File: src/rtl/serial_addsub.sv
// serial_addsub: bit-serial add/subtract unit with one full-adder slice and one carry flop, LSB-first.
//   clk    - clock, rising edge
//   reset  - synchronous active-low reset
//   start  - request an operation (sampled only in IDLE)
//   sub    - 0 = a+b, 1 = a-b (sampled with start)
//   a, b   - WIDTH-bit operands (sampled with start)
//   busy   - high while not IDLE
//   done   - one-cycle pulse when result/cout/ovf are valid
//   result - WIDTH-bit sum/difference, held until the next accepted start
//   cout   - final carry out (sub: 1 = no borrow)
//   ovf    - signed two's-complement overflow
module serial_addsub #(
    parameter int WIDTH = 8
) (
    input  logic             clk,
    input  logic             reset,
    input  logic             start,
    input  logic             sub,
    input  logic [WIDTH-1:0] a,
    input  logic [WIDTH-1:0] b,
    output logic             busy,
    output logic             done,
    output logic [WIDTH-1:0] result,
    output logic             cout,
    output logic             ovf
);
    localparam int CW = $clog2(WIDTH) + 1;
    typedef enum logic [1:0] {IDLE, SHIFT, FIN} state_t;
    state_t state_q, state_d;
    logic [WIDTH-1:0] ra_q, ra_d, rb_q, rb_d, result_q, result_d;
    logic [CW-1:0] cnt_q, cnt_d;
    logic carry_q, carry_d, cout_q, cout_d, ovf_q, ovf_d;
    logic s, c_n, last;
    assign s = ra_q[0] ^ rb_q[0] ^ carry_q;
    assign c_n = (ra_q[0] & rb_q[0]) | (ra_q[0] & carry_q) | (rb_q[0] & carry_q);
    assign last = cnt_q == CW'(WIDTH - 1);
    always_ff @(posedge clk) begin
        if (!reset) begin
            state_q  <= IDLE;
            ra_q     <= '0;
            rb_q     <= '0;
            result_q <= '0;
            cnt_q    <= '0;
            carry_q  <= 1'b0;
            cout_q   <= 1'b0;
            ovf_q    <= 1'b0;
        end else begin
            state_q  <= state_d;
            ra_q     <= ra_d;
            rb_q     <= rb_d;
            result_q <= result_d;
            cnt_q    <= cnt_d;
            carry_q  <= carry_d;
            cout_q   <= cout_d;
            ovf_q    <= ovf_d;
        end
    end
    always_comb begin
        state_d = state_q;
        case (state_q)
            IDLE:    state_d = start ? SHIFT : IDLE;
            SHIFT:   state_d = last ? FIN : SHIFT;
            default: state_d = IDLE;
        endcase
    end
    always_comb begin
        busy = state_q != IDLE;
        done = state_q == FIN;
    end
    // Subtraction runs through the same adder as a + ~b with carry-in 1.
    // Overflow is carry into the MSB xor carry out of it, both visible on the last slice.
    always_comb begin
        ra_d     = ra_q;
        rb_d     = rb_q;
        result_d = result_q;
        cnt_d    = cnt_q;
        carry_d  = carry_q;
        cout_d   = cout_q;
        ovf_d    = ovf_q;
        if (state_q == IDLE && start) begin
            ra_d     = a;
            rb_d     = sub ? ~b : b;
            carry_d  = sub;
            cnt_d    = '0;
            result_d = '0;
            cout_d   = 1'b0;
            ovf_d    = 1'b0;
        end else if (state_q == SHIFT) begin
            carry_d  = c_n;
            result_d = {s, result_q[WIDTH-1:1]};
            ra_d     = ra_q >> 1;
            rb_d     = rb_q >> 1;
            cnt_d    = cnt_q + CW'(1);
            cout_d   = last ? c_n : cout_q;
            ovf_d    = last ? carry_q ^ c_n : ovf_q;
        end
    end
    assign result = result_q;
    assign cout   = cout_q;
    assign ovf    = ovf_q;
endmodule

File: config.mk
export PLATFORM = sky130hd
export DESIGN_NAME = serial_addsub
export DESIGN_NICKNAME = d
export VERILOG_FILES = /design/src/rtl/serial_addsub.sv
export SDC_FILE = /design/constraint.sdc
export NUM_CORES = 1
export LEC_CHECK = 0
export ABC_AREA = 1
export CAP_MARGIN = 20
export CELL_PAD_IN_SITES_DETAIL_PLACEMENT = 0
export CELL_PAD_IN_SITES_GLOBAL_PLACEMENT = 1
export CORE_MARGIN = 2
export CORE_UTILIZATION = 33
export CTS_BUF_LIST = sky130_fd_sc_hd__clkbuf_8
export CTS_CLUSTER_SIZE = 20
export DETAILED_ROUTE_END_ITERATION = 8
export GPL_TIMING_DRIVEN = 1
export PLACE_DENSITY_LB_ADDON = 0.25
export SYNTH_ARGS = -nofsm -noshare
export SYNTH_HDL_FRONTEND = slang
export SYNTH_SLANG_ARGS = --single-unit
File: constraint.sdc
create_clock -name clk -period 1.2 [get_ports clk]
set_input_delay 0.12 -clock clk [delete_from_list [all_inputs] [get_ports clk]]
set_output_delay 0.12 -clock clk [all_outputs]
set_load 0.02 [all_outputs]
Word level (Yosys, flattened, before mapping)

Index checks and enable logic that the tools add are counted.

Flip-flop bits (word level): 33
Input bits: 20
Output and inout port bits: 12
Logic and storage cells: 38

Add/sub/neg operators: 1
Equality and inequality tests: 3
Muxes and demuxes: 10
Bitwise gates (word level): 10
Reductions and logical operators: 6

Operators with widths:

| cell                                                                  | number |
|---|---|
| 8-bit two-way mux                                                     | 5 |
| 8-bit inverter                                                        | 1 |
| 4-bit by 1-bit adder with 4-bit output, second input constant         | 1 |
| 4-bit by 3-bit equality test with 1-bit output, second input constant | 1 |
| 2-bit case mux with 2 select lines                                    | 1 |
| 2-bit nonzero test                                                    | 2 |
| 1-bit AND                                                             | 3 |
| 1-bit two-way mux                                                     | 3 |
| 1-bit XOR                                                             | 3 |
| 2-bit by 1-bit equality test with 1-bit output, second input constant | 1 |
| 2-bit equality test, second input constant                            | 1 |
| 2-bit logical NOT                                                     | 1 |
| 2-bit two-way mux                                                     | 1 |
| 1-bit bitwise OR                                                      | 2 |
| 2-bit AND reduction                                                   | 1 |
| 2-bit OR reduction                                                    | 1 |
| 1-bit logical AND                                                     | 1 |
| 1-bit inverter                                                        | 1 |

Longest topological paths before layout

Depth in word-level cells: 5
Depth in mapped cells: 8
Depth with buffers taken out: 7

Worst setup path after synthesis

No wires, ideal clock.

Path type: flip-flop to flip-flop
From: register state_q[1]
To: register rb_q[0]
Library setup time: 0.132 ns
Data arrival time: 1.080 ns
Required time: 1.068 ns
Path slack: -0.012 ns
Cell stages (with the launch flop): 7
Buffers on the path: 0
Clock period less this slack: 1.212 ns
Path through: dfxtp_1 -> inv_2 -> nand2_1 -> nor2_2 -> nand2_1 -> nand2_1 -> a21oi_1

Word-level cells in the longest chain between the ends: 3
Elaborated cells on any way between the ends: 5
Those cells by class: 1 x eq/ne; 1 x mux; 3 x reduce/logical

RTL lines:

| what                                                    | RTL line | source |
|---|---|---|
| from (decl)                                             | 29       | `state_t state_q, state_d;` |
| from (signal assigned)                                  | 48       | `state_q <= state_d;` |
| 2-bit logical NOT                                       | 80       | `if (state_q == IDLE && start) begin` |
| 1-bit logical AND                                       | 80       |  |
| 8-bit two-way mux or 2-bit nonzero test (tied branches) | n/a      |  |
| to (signal assigned)                                    | 50       | `rb_q <= rb_d;` |
| to (decl)                                               | 30       | `logic [WIDTH-1:0] ra_q, ra_d, rb_q, rb_d, result_q, result_d;` |

Parallel ways exist; a longest one is shown, timed or not.
A chain may end at the register's enable or synchronous reset.

Worst setup path after layout

From: register carry_q
To: register ovf_q, in the netlist ovf

Word-level cells in the longest chain between the ends: 4
Elaborated cells on any way between the ends: 5
Those cells by class: 5 x bitwise

RTL lines:

| what                   | RTL line | source |
|---|---|---|
| from (decl)            | 32       | `logic carry_q, carry_d, cout_q, cout_d, ovf_q, ovf_d;` |
| from (signal assigned) | 53       | `carry_q <= carry_d;` |
| 1-bit AND              | 35       | `assign c_n = (ra_q[0] & rb_q[0]) \| (ra_q[0] & carry_q) \| (rb_q[0] & carry_q);` |
| 1-bit bitwise OR       | 35       |  |
| 1-bit bitwise OR *     | 35       |  |
| named net c_n          | 33       | `logic s, c_n, last;` |
| 1-bit XOR *            | 95       | `ovf_d = last ? carry_q ^ c_n : ovf_q;` |
| to (signal assigned)   | 55       | `ovf_q <= ovf_d;` |
| to (decl)              | 32       |  |

The timed path passes the listed nets; every way through them passes the cells marked *.

==> metrics.txt <==
status=finished clean; routed len/inst=~11 µm; die width=73.48 µm; Post-Route WL=~3800 µm; Reg2Reg Depth=5; Worst Tran Pin Value=between 0.3 and 0.4 ns; routed via count=about 1600; DR iter-0 viols=between 80 and 90; layout cell share with drive strength beyond 1=0.2423; ANT cells=0; Pleak=between 1 and 1.5 nW; Synthesized Nets=roughly 260; Final Critical Period=1.160 ns; Worst setup EP type=flop; CP delay by family, top=adder cells; ANT nets after route=0; Worst R2R Start=carry_q; pre-CTS setup slack=-0.1689 ns; initial antenna violation count=0; clock sink total=33; total die area=5399 µm²; PwrDens=about 1100 nW/µm²; period utilisation layout=0.9669; I/O Pins=32; HPWL after DPL=~2700 µm; Critical Path Max Stage Delay=0.42 ns; Layout area overhead=48.63%; CTS max path bufs=2; Synth Cell Area=1593 µm²; Synth Register Bits=33; Worst Hold Depth=3; post-route design area=2367 µm²; TritonCTS clock tree=done; first-pass GRT wire length=roughly 6400 µm; Worst Hold Endpoint=ra_q[7]; Critical Path RT=around 1.4 ns; Crit. Startpoint=carry_q; final setup vio count=0; max-cap violation count=0; Hold/Removal Path Class=primary input to flop; startpoint types=flop; number of global-route vias before repair=~1400; total CTS buffers=5; DRT met1 WL=about 1900 µm; core area=around 4700 µm²; final-report hold violation count=0; Mean Syn Cell Area=about 6.7 µm²; Initial Util=0.3395; Slowest-stage cell, CP=fa_2; H-tree depth=2; routed vias/inst=between 4 and 5; CP bufs+invs=0; drt pass-1 iters=4; CTS root buf=clkbuf_8; reg-to-reg slack, setup=0.04 ns; Reg clk slew, reported paths=~0.070 ns; CP Cell Sequence=fa_2 > xnor2_2 > nand2_1 > nand2_2 > nor2_1; Die H=around 73 µm; Ys Warns=0; Synth Instances=approximately 240; drt drc=0; register area share after synthesis=0.4148; top sig layer=met4; global placement routability congestion=a little under 0.7; Final Skew=roughly 0.0028 ns; I/O Buffers=31; maximum number of pins on one net before global-route repair=18; Yosys cell types=23; critical path class=flop to flop; placed cell area=roughly 2100 µm²; GRT overflow=0; clk_lat worst skew=between 0.2 and 0.3 ns; Slew Viols, Final=0; FF-to-FF End=ovf; Layout Nets=between 300 and 400; row cnt=25; fillcell total=505; final worst setup slack=between 0.03 and 0.04 ns; relative slew slack=0.7829; Hold Buf Count CTS=0; logic depth of the worst path, buffers included=5; RSZ-0062 raised after global routing=yes; Global Route Usage Sum=0.1518; crit-path max FO=2; Peak VDD IR=roughly 0.72 mV; metal2 WL=between 1500 and 2000 µm; Fmax=between 800 and 900 MHz; HP Start=a[7]; met3 wire len=between 100 and 150 µm; WP data arrival=around 1.4 ns
## how the worst max path moves through the flow
| stage | to | slack (ns) |
|---|---|---|
| finish | ovf | 0.04 |
| global route | ovf | -0.02 |
| CTS | busy | 0.002 |
| detailed placement | rb_q[0] | -0.17 |
| global placement | rb_q[0] | -0.14 |
| floorplan | ovf | 0.02 |
## stage by stage
step | hold slack (ns) | util | TNS (ns) | total power (W) | std cells
after global placement | 0.4532 | 0.4552 | -2.673 | 0.001649 | 338
after global routing | 0.4034 | 0.5045 | -0.08592 | 0.002659 | 347
after detailed placement | 0.4552 | 0.4552 | -3.359 | 0.001651 | 338
after floorplan | 0.2176 | - | 0 | 0.001450 | 236
final | 0.3876 | 0.5045 | 0 | 0.002519 | 347
after CTS | 0.3828 | 0.4709 | 0 | 0.002480 | 346
## metal layers
layer | track usage | vias to the layer above
met3 | 0.03292 | 7
met4 | 0.06061 | 0
met5 | 0 | -
li1 | - | 851
met2 | 0.2282 | 20
met1 | 0.2108 | 704
## logic make-up after synthesis
kind of cell | Yosys count | synth area share
compound gates | 29 | 0.1006
xor+xnor | 2 | 0.01100
fa+ha+maj | 2 | 0.02042
buf+inv | 28 | 0.08483
flops | 33 | 0.4148
simple gates | 142 | 0.3684
## sequential cells by signal, indices dropped and copies added, names as in the netlist
signal and flops:
carry_q 1, cnt_q 4, cout 1, ovf 1, ra_q 8, rb_q 8, result 8, state_q 2
## report_power, final
group | switching, W | internal, W | total, W
registers | 0.0000323 | 0.00115 | 0.00118
logic | 0.000254 | 0.000260 | 0.000514
clock network | 0.000426 | 0.000400 | 0.000826
## final cells by class
type | count | area [µm²] | share of cell area
repair buffers | 59 | 576.8 | 0.2437
inverters | 18 | 72.57 | 0.03066
flip-flops and latches | 33 | 666.9 | 0.2817
clock inverters | 3 | 17.52 | 0.007400
multi-input cells | 175 | 897.1 | 0.3790
well taps | 54 | 67.56 | 0.02854
clock buffers | 5 | 68.82 | 0.02907
## cells in the final DEF (no fill, tap or decap), types with 2 or more instances in the layout
| cell type | netlist | routed |
|---|---|---|
| dlygate4sd2_1 | 0 | 10 |
| nor2_1 | 11 | 9 |
| o21ai_0 | 2 | 2 |
| a31oi_1 | 3 | 3 |
| inv_1 | 14 | 14 |
| dfxtp_1 | 33 | 30 |
| clkbuf_8 | 0 | 5 |
| nand3_2 | 0 | 2 |
| clkinv_2 | 0 | 2 |
| nand3b_1 | 5 | 5 |
| inv_4 | 0 | 2 |
| dfxtp_2 | 0 | 2 |
| nand2_1 | 107 | 98 |
| buf_4 | 3 | 17 |
| a21oi_1 | 23 | 19 |
| nand2_4 | 0 | 4 |
| nand2_2 | 2 | 7 |
| nor2_4 | 1 | 4 |
| nand3_1 | 13 | 11 |
| inv_2 | 4 | 2 |
| buf_6 | 2 | 8 |
| a21oi_2 | 0 | 4 |
| clkdlybuf4s50_1 | 0 | 19 |
| buf_12 | 0 | 2 |
## cell usage after synthesis
cell / instances / area, µm²
nand2_1: 107 / 401.6
dfxtp_1: 33 / 660.6
a21oi_1: 23 / 115.1
inv_1: 14 / 52.55
nand3_1: 13 / 65.06
nor2_1: 11 / 41.29
nand3b_1: 5 / 37.54
inv_2: 4 / 15.01
a31oi_1: 3 / 18.77
buf_2: 3 / 15.01
buf_4: 3 / 22.52
buf_6: 2 / 22.52
clkbuf_1: 2 / 7.510
nand2_2: 2 / 12.51
nor2_2: 2 / 12.51
o21ai_0: 2 / 10.01
fa_1: 1 / 20.02
ha_1: 1 / 12.51
nor2_4: 1 / 11.26
nor3_1: 1 / 5.000
o21ai_4: 1 / 16.27
xnor2_1: 1 / 8.760
xor2_1: 1 / 8.760
## timing repair
| action | CTS | global route |
|---|---|---|
| setup endpoints to repair | 13 | 27 |
| setup buffers | 0 | 0 |
| resized for setup | 19 | 38 |
| pin swaps | 0 | 15 |
| cloned | 0 | 1 |
## worst reg2reg max path, delay by kind of cell, from the launching register on
family | cells | cell delay (ns)
flip-flops | 1 | 0.33
adder cells (fa/ha/maj) | 1 | 0.42
AND/OR/NAND/NOR | 3 | 0.16
XOR/XNOR | 1 | 0.15
No activity file was read; power rests on OpenSTA's default activity.
